[src/rtl/int_controller.sv]
// Four-source interrupt controller: synchronized sources, per-source trigger mode,
// enables with fixed priority, request/attend/complete handshake with RETI tail-chaining.
module int_controller #(
  parameter int unsigned SYNC_STAGES = 2,
  parameter int unsigned BUS_WIDTH   = 32
) (
  input  logic                 i_Clk,
  input  logic                 i_Rst_n,
  input  logic [3:0]           i_IrqSrc,
  input  logic                 i_IntAckAttended,
  input  logic                 i_IntAckComplete,
  output logic                 o_IntRequest,
  output logic [1:0]           o_IntNumber,
  output logic                 o_IntPending,
  input  logic                 i_RegWrEn,
  input  logic                 i_RegRdEn,
  input  logic [1:0]           i_RegAddr,
  input  logic [BUS_WIDTH-1:0] i_RegWrData,
  output logic [BUS_WIDTH-1:0] o_RegRdData
);

  localparam logic [1:0] ST_IDLE    = 2'd0;
  localparam logic [1:0] ST_REQ     = 2'd1;
  localparam logic [1:0] ST_SERVICE = 2'd2;

  localparam logic [1:0] ADDR_IER = 2'd0;
  localparam logic [1:0] ADDR_IPR = 2'd1;
  localparam logic [1:0] ADDR_ITR = 2'd2;
  localparam logic [1:0] ADDR_ISR = 2'd3;

  logic [SYNC_STAGES-1:0][3:0] sync_q, sync_d;
  logic [3:0]           dly_q, dly_d;
  logic [3:0]           pend_q, pend_d;
  logic [3:0]           ien_q, ien_d;
  logic                 gie_q, gie_d;
  logic [3:0]           itr_q, itr_d;
  logic [1:0]           state_q, state_d;
  logic [1:0]           num_q, num_d;
  logic [1:0]           isn_q, isn_d;
  logic                 ipend_q, ipend_d;
  logic [BUS_WIDTH-1:0] rd_q, rd_d;

  logic [3:0] synced, hw_set, sw_clr, ack_clr, eligible;
  logic [1:0] winner;
  logic       unused_wr_bits;

  assign unused_wr_bits = ^{i_RegWrData[BUS_WIDTH-1:9], i_RegWrData[7:4]};

  always_comb begin
    sync_d    = '0;
    sync_d[0] = i_IrqSrc;
    for (int unsigned i = 1; i < SYNC_STAGES; i++) begin
      sync_d[i] = sync_q[i-1];
    end
    synced = sync_q[SYNC_STAGES-1];
    dly_d  = synced;
  end

  always_comb begin
    eligible = gie_q ? (pend_q & ien_q) : '0;
    winner   = 2'd0;
    if (eligible[0])      winner = 2'd0;
    else if (eligible[1]) winner = 2'd1;
    else if (eligible[2]) winner = 2'd2;
    else if (eligible[3]) winner = 2'd3;
  end

  // o_IntPending only tracks eligibility while remaining in service, so the
  // source just accepted never shows up as pending in the first service cycle.
  always_comb begin
    state_d = state_q;
    num_d   = num_q;
    isn_d   = isn_q;
    ipend_d = 1'b0;
    ack_clr = '0;
    case (state_q)
      ST_IDLE: begin
        if (|eligible) begin
          num_d   = winner;
          state_d = ST_REQ;
        end
      end
      ST_REQ: begin
        if (i_IntAckAttended) begin
          ack_clr[num_q] = 1'b1;
          isn_d          = num_q;
          state_d        = ST_SERVICE;
        end
      end
      ST_SERVICE: begin
        if (i_IntAckComplete) begin
          if (ipend_q) begin
            ack_clr[num_q] = 1'b1;
            isn_d          = num_q;
          end else begin
            state_d = ST_IDLE;
          end
        end
        if (|eligible) num_d = winner;
        ipend_d = (state_d == ST_SERVICE) && (|eligible);
      end
      default: state_d = ST_IDLE;
    endcase
  end

  // Hardware set is OR-ed in last so it wins over both software and acceptance clears.
  always_comb begin
    hw_set = (itr_q & synced & ~dly_q) | (~itr_q & synced);
    sw_clr = (i_RegWrEn && (i_RegAddr == ADDR_IPR)) ? i_RegWrData[3:0] : '0;
    pend_d = (pend_q & ~(sw_clr | ack_clr)) | hw_set;

    ien_d = ien_q;
    gie_d = gie_q;
    itr_d = itr_q;
    if (i_RegWrEn && (i_RegAddr == ADDR_IER)) begin
      ien_d = i_RegWrData[3:0];
      gie_d = i_RegWrData[8];
    end
    if (i_RegWrEn && (i_RegAddr == ADDR_ITR)) begin
      itr_d = i_RegWrData[3:0];
    end

    rd_d = rd_q;
    if (i_RegRdEn) begin
      rd_d = '0;
      case (i_RegAddr)
        ADDR_IER: begin
          rd_d[8]   = gie_q;
          rd_d[3:0] = ien_q;
        end
        ADDR_IPR: rd_d[3:0] = pend_q;
        ADDR_ITR: rd_d[3:0] = itr_q;
        ADDR_ISR: begin
          rd_d[9]   = (state_q == ST_REQ);
          rd_d[8]   = (state_q == ST_SERVICE);
          rd_d[1:0] = isn_q;
        end
        default: ;
      endcase
    end
  end

  always_ff @(posedge i_Clk or negedge i_Rst_n) begin
    if (!i_Rst_n) begin
      sync_q  <= '0;
      dly_q   <= '0;
      pend_q  <= '0;
      ien_q   <= '0;
      gie_q   <= 1'b0;
      itr_q   <= '1;
      state_q <= ST_IDLE;
      num_q   <= '0;
      isn_q   <= '0;
      ipend_q <= 1'b0;
      rd_q    <= '0;
    end else begin
      sync_q  <= sync_d;
      dly_q   <= dly_d;
      pend_q  <= pend_d;
      ien_q   <= ien_d;
      gie_q   <= gie_d;
      itr_q   <= itr_d;
      state_q <= state_d;
      num_q   <= num_d;
      isn_q   <= isn_d;
      ipend_q <= ipend_d;
      rd_q    <= rd_d;
    end
  end

  assign o_IntRequest = (state_q == ST_REQ);
  assign o_IntNumber  = num_q;
  assign o_IntPending = ipend_q;
  assign o_RegRdData  = rd_q;

endmodule

[config.mk]
export PLATFORM = sky130hd
export DESIGN_NAME = int_controller
export DESIGN_NICKNAME = d
export VERILOG_FILES = /design/src/rtl/int_controller.sv
export SDC_FILE = /design/constraint.sdc
export NUM_CORES = 1
export LEC_CHECK = 0
export CORE_MARGIN = 2
export CORE_UTILIZATION = 40
export DETAILED_ROUTE_END_ITERATION = 12
export HOLD_SLACK_MARGIN = 0.12
export PLACE_DENSITY = 0.77
export SYNTH_ARGS = -nofsm -noshare
export SYNTH_HDL_FRONTEND = slang
export SYNTH_SLANG_ARGS = --single-unit
[constraint.sdc]
create_clock -name i_Clk -period 2.3 [get_ports i_Clk]
set_clock_uncertainty 0.2 [all_clocks]
set_input_delay 0.46 -clock i_Clk [delete_from_list [all_inputs] [get_ports i_Clk]]
set_output_delay 0.46 -clock i_Clk [all_outputs]
set_load 0.01 [all_outputs]
# Word level (Yosys, flattened, before mapping)

Index checks and enable logic that the tools add are counted.

Logic and storage cells: 75
Output and inout bits: 36
Input bits: 44
Bits in registers: 38

Multiplexer cells: 27
Reduce and logical (&&, ||, !) cells: 13
Equality and inequality tests: 10
Bitwise operators: 11
$lt $le $gt $ge: 2

Operators by type and width:

| operator             | count |
|---|---|
| $mux W2              | 12 |
| $and A4 B4 Y4        | 5 |
| $mux W4              | 5 |
| $not A4 Y4           | 3 |
| $or A4 B4 Y4         | 3 |
| $pmux W2 S3          | 2 |
| $eq A2 B2 Y1 const B | 4 |
| $ne A2 B2 Y1 const B | 4 |
| $pmux W2 S4          | 1 |
| $pmux W4 S2          | 1 |
| $logic_and A1 B1 Y1  | 5 |
| $eq A2 B1 Y1 const B | 2 |
| $logic_not A2 Y1     | 2 |
| $pmux W2 S2          | 1 |
| $reduce_and A2 Y1    | 2 |
| $reduce_and A4 Y1    | 1 |
| $reduce_or A4 Y1     | 1 |
| $lt A2 B3 Y1 const B | 1 |
| $mux W1              | 3 |
| $demux W1 S2         | 1 |
| $ge A2 B1 Y1 const B | 1 |
| $pmux W1 S2          | 1 |
| $reduce_bool A2 Y1   | 1 |
| $reduce_or A2 Y1     | 1 |

# Logic depth before layout (Yosys ltp)

Depth in word-level cells: 11
Gate-level depth with buffers: 6
Gate-level depth less buffers: 6

# Least setup slack after synthesis

Ideal clock, no wire load.

Kind: input port to flip-flop
From: in i_RegAddr[1]
To: reg rd_q[0], in the netlist o_RegRdData[0]
Cell stages on the path: 6
Buffers on the path: 1
Data arrival time: 1.423 ns
Setup slack: 0.552 ns
Data required time: 1.975 ns
Library setup time: 0.125 ns
Cells stage by stage: inv_1 -> ha_1 -> buf_6 -> a222oi_1 -> o21ai_1 -> mux2_2

Word-level cells in the longest chain between the ends: 2
Elaborated cells between the ends (all ways): 5
Classes of those cells: 3 x eq/ne; 1 x mux; 1 x reduce/logical

RTL lines:

| what                                 | RTL line | source |
|---|---|---|
| start: declaration                   | 17       | `input logic [1:0] i_RegAddr,` |
| $eq A2 B2 Y1 (tied with other cells) | 126      | `case (i_RegAddr)` |
| $pmux W2 S4 (*)                      | 126      |  |
| end signal: assignment               | 167      | `rd_q <= rd_d;` |
| end: declaration                     | 41       | `logic [BUS_WIDTH-1:0] rd_q, rd_d;` |

Every way passes the cells marked *; elsewhere a longest branch is shown, timed or not.
A chain may end at the register's enable or synchronous reset.

# Worst setup path in the final report

From: reg state_q[1]
To: out o_IntRequest

Word-level cells in the longest chain between the ends: 1

RTL lines:

| what                     | RTL line | source |
|---|---|---|
| start: declaration       | 37       | `logic [1:0] state_q, state_d;` |
| start signal: assignment | 163      | `state_q <= state_d;` |
| $eq A2 B1 Y1             | 171      | `assign o_IntRequest = (state_q == ST_REQ);` |
| end: declaration         | 12       | `output logic o_IntRequest,` |

Every way passes these cells.

==> results.md <==
- Status: finished clean
- Post-DP HPWL: approximately 2.5 mm
- Antenna Violating Nets Remaining: 0
- FF-to-FF setup slack: approximately 0.36 ns
- Final setup viols: 0
- Area Growth Syn to Fin: 19.52%
- Io pins: 80
- CTS buffer count: 5
- Cell area after synthesis: roughly 1900 um2
- Width of the die: 72.52 um
- Number of max-cap violations: 0
- Tmin final: 2.221 ns
- Layout cells sized above 1: 0.1940
- Critical-path top delay cell: clkdlybuf4s50_1
- First-pass DRT Iterations: 4
- Slew headroom: 0.6099
- Ys flop type: dfrtp_1
- Post-CTS setup buffer count: 0
- Fin. max-slew vios: 0
- Worst Path Required: ~1.6 ns
- Met2 Track Usage GR: 0.2071
- FFs w/ async S/R, synth: 1.000
- Vias in the first global route: 1167
- Final Wtd Congestion: 0.7673
- GR Util met1: 0.1864
- Ranking of synthesized cells by area: dfrtp_1 45%, buf_4 10%, mux2_2 7.2%
- DRC: 0
- CP arrival: between 1.5 and 2 ns
- Sequential area share after synthesis: 0.5090
- Commonest non-fill, non-tap cell in the layout: dfrtp_1
- Hold_sp: sync_d[6]
- Grt total ovfl: 0
- Root Buffer: clkbuf_8
- CP Cell Sequence: inv_1, ha_4, clkdlybuf4s50_1
- Most used routing layer: met2
- # rows: 24
- Maximum achievable frequency: 450.3 MHz
- Routed vias: around 1300
- All-Layer GR Usage: 0.1396
- PwrDens: around 840 nW/um2
- Clk slew on worst S/H paths: 0.07 ns
- Pin count of the biggest net entering global routing: 27
- Leak pwr: 1.002 nW
- CP endpoint kind: output pin
- DR iter-0 viols: ~70
- Synth top area share: 0.4530
- Startpoint class of the critical path: register
- Synth Warn #: 0
- Worst skew pair latency: roughly 0.29 ns
- Die ar.: between 5000 and 6000 um2
- Post-Route WL: around 3.4 mm
- Yosys top cell by area: dfrtp_1
- Fillers: between 400 and 500
- CP startpoint: state_q[1]
- Post-route cell area: approximately 2200 um2
- Hold Path Stages: 0
- FF+latch count, synth: 38
- Placed cell area: between 2000 and 2500 um2
- Vias per inst: around 5
- Final hold violations: 0
- RR Startpoint: state_q[0]
- Crit Path Class: register to output pin
- Period utilization: 0.9656
- Starting Density: 0.4226
- Number of distinct library cells after synthesis: 34
- Post-Synthesis Cells: approximately 160
- Reg2reg path depth: 6
- Die Ht: approximately 73 um
- Post-route total power: approximately 1.9 mW
- Post-synth EDFFs: 0
- # nets final: between 200 and 300
- First-pass GRT wire length: approximately 5.5 mm
- N_diodes: 0
- RSZ-0062 raised after global routing: false
- Worst-Margin Slew: between 0.5 and 0.6 ns
- CP max stage delay: 0.54 ns
- Worst VDD drop: 0.4863 mV
- Num Clock Sinks: 38
- Mapped Avg Cell Area: 11.66 um2
- WL per Instance: approximately 13 um
- Clk buf depth: 2
- CTS tree: built
- CP max FO: 5
- Worst hold path class: register to register
- Most frequent cells in the layout: 34 x dfrtp_1, 26 x conb_1, 25 x clkdlybuf4s50_1
- H-tree depth: 2
- Number of port buffers: 26
- Antenna violations before repair: 0
- M3 GR Usage: 0.05833
- Core area: approximately 4400 um2
==> layout make-up <==
class                   instances  area (um2)  area share
inverters                       9       33.78     0.01505
multi-input cells             111       784.5      0.3495
clock buffers                   8       80.08     0.03567
flip-flops and latches         38       955.9      0.4259
well taps                      52       65.06     0.02899
repair buffers                 35       325.3      0.1449
==> report_power, final <==
group	internal, mW	switching (mW)	leakage [nW]
Clock	0.215	0.221	0.0395
Combinational	0.289	0.268	0.516
Sequential	0.793	0.107	0.446
Total	1.30	0.595	1.00
==> routing by layer <==
metal	vias up	routed length [um]
met3	4	240
met1	613	1516
met4	0	40
met5	-	0
li1	592	-
met2	44	1555
==> final timing paths <==
path | to
hold / removal | dly_d[2]
setup / recovery | o_IntRequest
max in group asynchronous | itr_q[2]
hold reg to reg | dly_d[2]
setup reg to reg | pend_q[3]
min in group asynchronous | o_IntNumber[1]
==> stage by stage <==
step / setup slack (ns) / instances / hold WS, ns / utilization / setup TNS, ns
2_1_floorplan: 0.5524 / 186 / -0.03559 / - / 0
3_3_place_gp: -0.008928 / 244 / 0.1331 / 0.4820 / -0.04715
3_5_place_dp: -0.03854 / 244 / 0.1380 / 0.4820 / -0.08992
4_1_cts: 0.01447 / 253 / 0.1570 / 0.5028 / 0
5_1_grt: 0.02500 / 253 / 0.1625 / 0.5051 / 0
6_report: 0.07917 / 253 / 0.1527 / 0.5051 / 0
==> cells in the mapped netlist, drive strengths merged, types with 2 or more instances <==
| cell type | instances |
|---|---|
| buf | 27 |
| nand2 | 14 |
| nor2 | 6 |
| dfstp | 4 |
| ha | 9 |
| nand3b | 2 |
| a211oi | 2 |
| nand3 | 6 |
| a32o | 3 |
| a22oi | 3 |
| a222oi | 4 |
| o21ai | 7 |
| nor2b | 2 |
| dfrtp | 34 |
| mux2 | 14 |
| o22ai | 2 |
| inv | 9 |
| a32oi | 2 |
==> flip-flops by register name, summed over array words and instances, names as in the netlist <==
name and flops:
dly_d 4, dly_q 4, gie_q 1, ien_q 4
isn_q 2, itr_q 4, o_IntNumber 2, o_IntPending 1
o_RegRdData 6, pend_q 4, state_q 2, sync_d 4
==> worst max-delay path, delay by kind of cell, from the launching register on <==
family	cells	cell delay [ns]
DFF	1	0.39
buffers and inverters	2	0.70
adders and majority gates	1	0.18
==> kinds of logic after synthesis <==
logic type | share of synthesized area
multiplexers | 0.08394
adder cells (fa/ha/maj) | 0.05996
other | 0.001997
flip-flops | 0.5090
AO/OA/AOI/OAI | 0.1279
AND/OR/NAND/NOR | 0.08728
buffers and inverters | 0.1299
==> timing repair <==
action,CTS,global route
endpoints found under the setup margin,1,1
cloned,0,0
hold buffers,1,0
resized for setup,1,1
hold endpoints to repair,22,0
Power figures use the tool's default switching activity.
